`config.mk`:
```
export PLATFORM = sky130hd
export DESIGN_NAME = fetch_stage
export DESIGN_NICKNAME = d
export VERILOG_FILES = /design/src/rtl/fetch_stage.sv
export SDC_FILE = /design/constraint.sdc
export NUM_CORES = 1
export LEC_CHECK = 0
export CAP_MARGIN = 10
export CORE_AREA = 4 4 130 145
export DETAILED_ROUTE_END_ITERATION = 12
export DIE_AREA = 0 0 134 149
export PLACE_DENSITY = 0.73
export SYNTH_ARGS = -nofsm -noshare
export SYNTH_HDL_FRONTEND = slang
export SYNTH_SLANG_ARGS = --single-unit
```
`constraint.sdc`:
```
create_clock -name i_clk -period 5.56 [get_ports i_clk]
set_input_delay 0.556 -clock i_clk [delete_from_list [all_inputs] [get_ports i_clk]]
set_output_delay 0.556 -clock i_clk [all_outputs]
set_load 0.1 [all_outputs]
```
`src/rtl/fetch_stage.sv`:
```
// Instruction fetch stage: PC register, static predecode-based next-PC prediction,
// and the IF/ID pipeline register feeding decode.
module fetch_stage #(
    parameter logic [31:0] RESET_PC  = 32'h0000_0000,
    parameter logic [31:0] NOP_INSTR = 32'h0000_0013
) (
    input  logic        i_clk,
    input  logic        i_rst_n,
    output logic [12:0] o_imem_addr,
    input  logic [31:0] i_imem_rdata,
    input  logic        i_stall,
    input  logic        i_redirect_valid,
    input  logic [31:0] i_redirect_pc,
    output logic        o_if_id_valid,
    output logic [31:0] o_if_id_pc,
    output logic [31:0] o_if_id_instr,
    output logic        o_if_id_pred_taken,
    output logic [31:0] o_if_id_pred_target
);

    localparam logic [6:0] OP_BRANCH = 7'b1100011;
    localparam logic [6:0] OP_JAL    = 7'b1101111;

    function automatic logic [31:0] b_imm(input logic [31:0] instr);
        return {{19{instr[31]}}, instr[31], instr[7], instr[30:25], instr[11:8], 1'b0};
    endfunction

    function automatic logic [31:0] j_imm(input logic [31:0] instr);
        return {{11{instr[31]}}, instr[31], instr[19:12], instr[20], instr[30:21], 1'b0};
    endfunction

    logic [31:0] pc_r;
    logic [31:0] imm_s;
    logic        pred_taken_s;
    logic [31:0] pred_target_s;
    logic [31:0] redirect_aligned_s;
    logic [31:0] next_pc_s;

    logic        valid_r;
    logic [31:0] if_pc_r;
    logic [31:0] instr_r;
    logic        pred_taken_r;
    logic [31:0] pred_target_r;

    assign o_imem_addr = pc_r[12:0];

    // Predecode: every branch and JAL is predicted taken; JALR has no static target.
    always_comb begin
        pred_taken_s = 1'b0;
        imm_s        = 32'h0000_0000;
        case (i_imem_rdata[6:0])
            OP_BRANCH: begin
                pred_taken_s = 1'b1;
                imm_s        = b_imm(i_imem_rdata);
            end
            OP_JAL: begin
                pred_taken_s = 1'b1;
                imm_s        = j_imm(i_imem_rdata);
            end
            default: begin
                pred_taken_s = 1'b0;
                imm_s        = 32'h0000_0000;
            end
        endcase
        if (pred_taken_s) begin
            pred_target_s = pc_r + imm_s;
        end else begin
            pred_target_s = pc_r + 32'h0000_0004;
        end
    end

    // Next-PC select: a redirect overrides a stall, which overrides the prediction.
    always_comb begin
        redirect_aligned_s = i_redirect_pc & 32'hFFFF_FFFC;
        if (i_redirect_valid) begin
            next_pc_s = redirect_aligned_s;
        end else if (i_stall) begin
            next_pc_s = pc_r;
        end else begin
            next_pc_s = pred_target_s;
        end
    end

    // PC register.
    always_ff @(posedge i_clk or negedge i_rst_n) begin
        if (!i_rst_n) begin
            pc_r <= RESET_PC;
        end else begin
            pc_r <= next_pc_s;
        end
    end

    // IF/ID register: squashed to a NOP bubble on redirect, frozen on stall.
    always_ff @(posedge i_clk or negedge i_rst_n) begin
        if (!i_rst_n) begin
            valid_r       <= 1'b0;
            if_pc_r       <= 32'h0000_0000;
            instr_r       <= NOP_INSTR;
            pred_taken_r  <= 1'b0;
            pred_target_r <= 32'h0000_0000;
        end else if (i_redirect_valid) begin
            valid_r       <= 1'b0;
            if_pc_r       <= 32'h0000_0000;
            instr_r       <= NOP_INSTR;
            pred_taken_r  <= 1'b0;
            pred_target_r <= 32'h0000_0000;
        end else if (i_stall) begin
            valid_r       <= valid_r;
            if_pc_r       <= if_pc_r;
            instr_r       <= instr_r;
            pred_taken_r  <= pred_taken_r;
            pred_target_r <= pred_target_r;
        end else begin
            valid_r       <= 1'b1;
            if_pc_r       <= pc_r;
            instr_r       <= i_imem_rdata;
            pred_taken_r  <= pred_taken_s;
            pred_target_r <= pred_target_s;
        end
    end

    assign o_if_id_valid       = valid_r;
    assign o_if_id_pc          = if_pc_r;
    assign o_if_id_instr       = instr_r;
    assign o_if_id_pred_taken  = pred_taken_r;
    assign o_if_id_pred_target = pred_target_r;

endmodule

```
==> impl_results.md <==
- Status: complete, no violations
- Clk_lat worst skew: 0.42 ns
- Compound-Gate Fraction of Synth Area: 0.189
- Max Used Layer: met4
- Synth unique cells: 65
- Num ports: 179
- Combinational fraction of design power: 0.283
- Async SR Flop Fraction: 1.00
- P_sw: 1120 µW
- Fraction of the mapped netlist area in simple logic gates: 0.165
- Reg area: 3180 µm²
- Die H: 149 µm
- Vias in the first global route: 6716
- Slew @ Worst Pin: 1.04 ns
- CP Launch Type: input pin
- Worst EP arrival: 4.46 ns
- All-Layer GR Usage: 0.221
- Int Pwr: 1940 µW
- Synth Net Count: 910
- Leak: 0.00478 µW
- Post-CTS setup buffers: 0
- Minimum clock period: 4.16 ns
- Area share of fa/ha/maj cells after synthesis: 0.0528
- Pwr Density: 302 nW/µm²
- H-tree level count: 4
- Switching part of the total: 0.367
- Congestion Overflow GR: 0
- Largest net degree at the start of global routing: 67
- Clock transition at the registers of the reported paths: 0.06 ns
- WL final: 21900 µm
- Met1 WL: 8910 µm
- Min Hold Slack: 0.121 ns
- Pre-CTS setup slack: 1.01 ns
- R2R depth: 11
- Final-stage net count: 1053
- CTS Hold Bufs: 0
- Ys Warns: 0
- Top-area cell type share of the netlist area: 0.401
- Clock Tree Root: clkbuf_16
- Number of max-cap violations: 0
- Sequential Power Share: 0.350
- Final TNS setup: 0 ns
- Most frequent cells in the layout: 172 x clkdlybuf4s50_1, 124 x dfrtp_1, 101 x nor2_1, 64 x mux2i_1, 58 x nand2_1
- Mean Syn Cell Area: 9.55 µm²
- Main combinational cell family by area after synthesis: compound AO/OA/AOI/OAI gates
- Metal2 WL: 11300 µm
- Synth Register Bits: 127
- CP Class: input pin to flop
- Multi-input gate area: 4240 µm²
- Sequential share of the synthesized area: 0.411
- Post_cts resized: 0
- WL per Instance: 18.2 µm
- Remaining antenna violation count: 0
- CP required: 5.86 ns
- Mapped cell area: 7730 µm²
- Max FO, Critical Path: 8
- Via count: 6637
- Final setup margin: 1.40 ns
- Met3 wire length: 900 µm
- First-pass GRT wire length: 34900 µm
- Synth Area in XOR/XNOR: 0.0566
- IO Port Bufs: 175
- Most common cell after layout, fill and taps aside: clkdlybuf4s50_1
- Mapped Cells: 810
- Dpl cells: 1172
- Number of synthesized flops with an enable pin: 0
- Final hold vios: 0
- Initial antenna violation count: 0
- Clk network pwr share: 0.367
- Post-DR vias/cell: 5.51
- Reg-to-reg startpoint: o_if_id_pred_target[1]
- Worst Skew: 0.00710 ns
- Crit share post-route: 0.748
- Core ar.: 17400 µm²
- Reg2reg setup slack: 2.45 ns
- Clk sinks: 127
- Die ar.: 20000 µm²
- Fill cells: 1571
- Synth area leaders: dfrtp_1 40%, mux2i_1 8.3%, ha_1 5.0%
- DRC: 0
- Final setup viols: 0
- Fin cells: 1204
- Pins Over Slew Limit: 0
- Post-synthesis mux area share: 0.0828
- 1st-iter DRT viols: 295
- Share of cells above drive strength 1: 0.0714
- FMAX: 240 MHz
- Biggest area consumer among synthesized cells: dfrtp_1
- Initial core utilization: 0.444
- Top FF cell, synth: dfrtp_1
- RSZ-0062 raised after global routing: no
- Relative slew slack: 0.305
- Peak supply drop: 0.000202 V
- R2R Path End: pc_r[29]
- Crit. End Element: flop
- Clock Path Buffers: 2
- DP HPWL: 16000 µm
- FP Rows: 51
- Pwr Total: 3070 µW
- Hold Path Class: input pin to asynchronous set/reset pin
- Die W: 134 µm
- N_diodes: 0
- Area Overhead vs Synth: 31.4%
- Final Wtd Congestion: 0.902
- Router iterations before antenna repair: 5
- CTS Buf Count: 17
- CTS tree: built
==> flip-flops by register name, indices dropped and copies added (netlist names) <==
register             count
o_if_id_instr           32
o_if_id_pc              32
o_if_id_pred_target     31
pc_r                    30
o_if_id_pred_taken       1
o_if_id_valid            1
==> synthesized netlist by cell type (9+ instances only) <==
cell type	n
buf_4	16
ha_1	31
nand2_1	58
nand3_1	29
and3_1	9
inv_1	10
o21ai_0	29
xnor2_1	26
a211oi_1	12
xor2_1	24
clkbuf_1	32
mux2i_1	64
dfrtp_1	124
a221o_1	13
and2_1	10
nand4_1	12
nor2_1	101
a21oi_1	44
nor2b_1	11
a21o_1	36
==> through the flow <==
| stage | cell area [µm²] | util |
|---|---|---|
| final | 10200 | 0.583 |
| after global routing | 10200 | 0.583 |
| after CTS | 10200 | 0.583 |
| after detailed placement | 9560 | 0.549 |
| after global placement | 9560 | 0.549 |
| after floorplan | 7730 | - |
==> worst max-delay path, cell delays in order <==
cell             delay, ns
clkdlybuf4s50_1       0.47
nor2b_1               0.15
nand4_1               0.21
nor2_1                0.45
and2_1                0.36
a21o_1                0.17
ha_1                  0.31
a21oi_2               0.22
o21ai_0               0.21
a221oi_1              0.40
nand3_1               0.14
o21ai_2               0.19
a21oi_1               0.11
xnor2_1               0.15
nor3_1                0.07
a211o_1               0.30
==> how the worst max path moves through the flow <==
stage	startpoint	end	depth (start not counted)
finish	i_imem_rdata[6]	o_if_id_pred_target[28]	16
floorplan	i_imem_rdata[2]	pc_r[31]	16
detailed placement	i_imem_rdata[6]	pc_r[25]	15
global route	i_imem_rdata[6]	o_if_id_pred_target[28]	16
CTS	i_imem_rdata[6]	pc_r[25]	15
global placement	i_imem_rdata[6]	o_if_id_pred_target[28]	16
==> logic make-up after synthesis <==
kind of cell	after synthesis
compound gates	203
xor+xnor	50
fa+ha+maj	32
buf+inv	69
flops	127
mux	64
other cells	1
simple gates	264
==> final cells by class <==
type	count	share of cell area
tap	238	0.0293
multi-input combinational	614	0.417
clock inverter	14	0.0166
inverter	10	0.00369
clock buffer	18	0.0422
timing repair buffer	183	0.178
sequential	127	0.313
==> power groups by stage <==
stage	combinational, µW	sequential [µW]	clock, µW
3_5_place_dp	870	1090	0
5_1_grt	914	1090	1190
6_report	868	1080	1130
4_1_cts	873	1070	1150
3_3_place_gp	865	1090	0
2_1_floorplan	317	1400	0
==> routing by layer <==
layer | up-vias | track usage
li1 | 3195 | -
met4 | 0 | 0.101
met2 | 179 | 0.392
met1 | 3219 | 0.262
met5 | - | 0
met3 | 44 | 0.0398
Note: power is estimated with default switching activity, not from simulation.
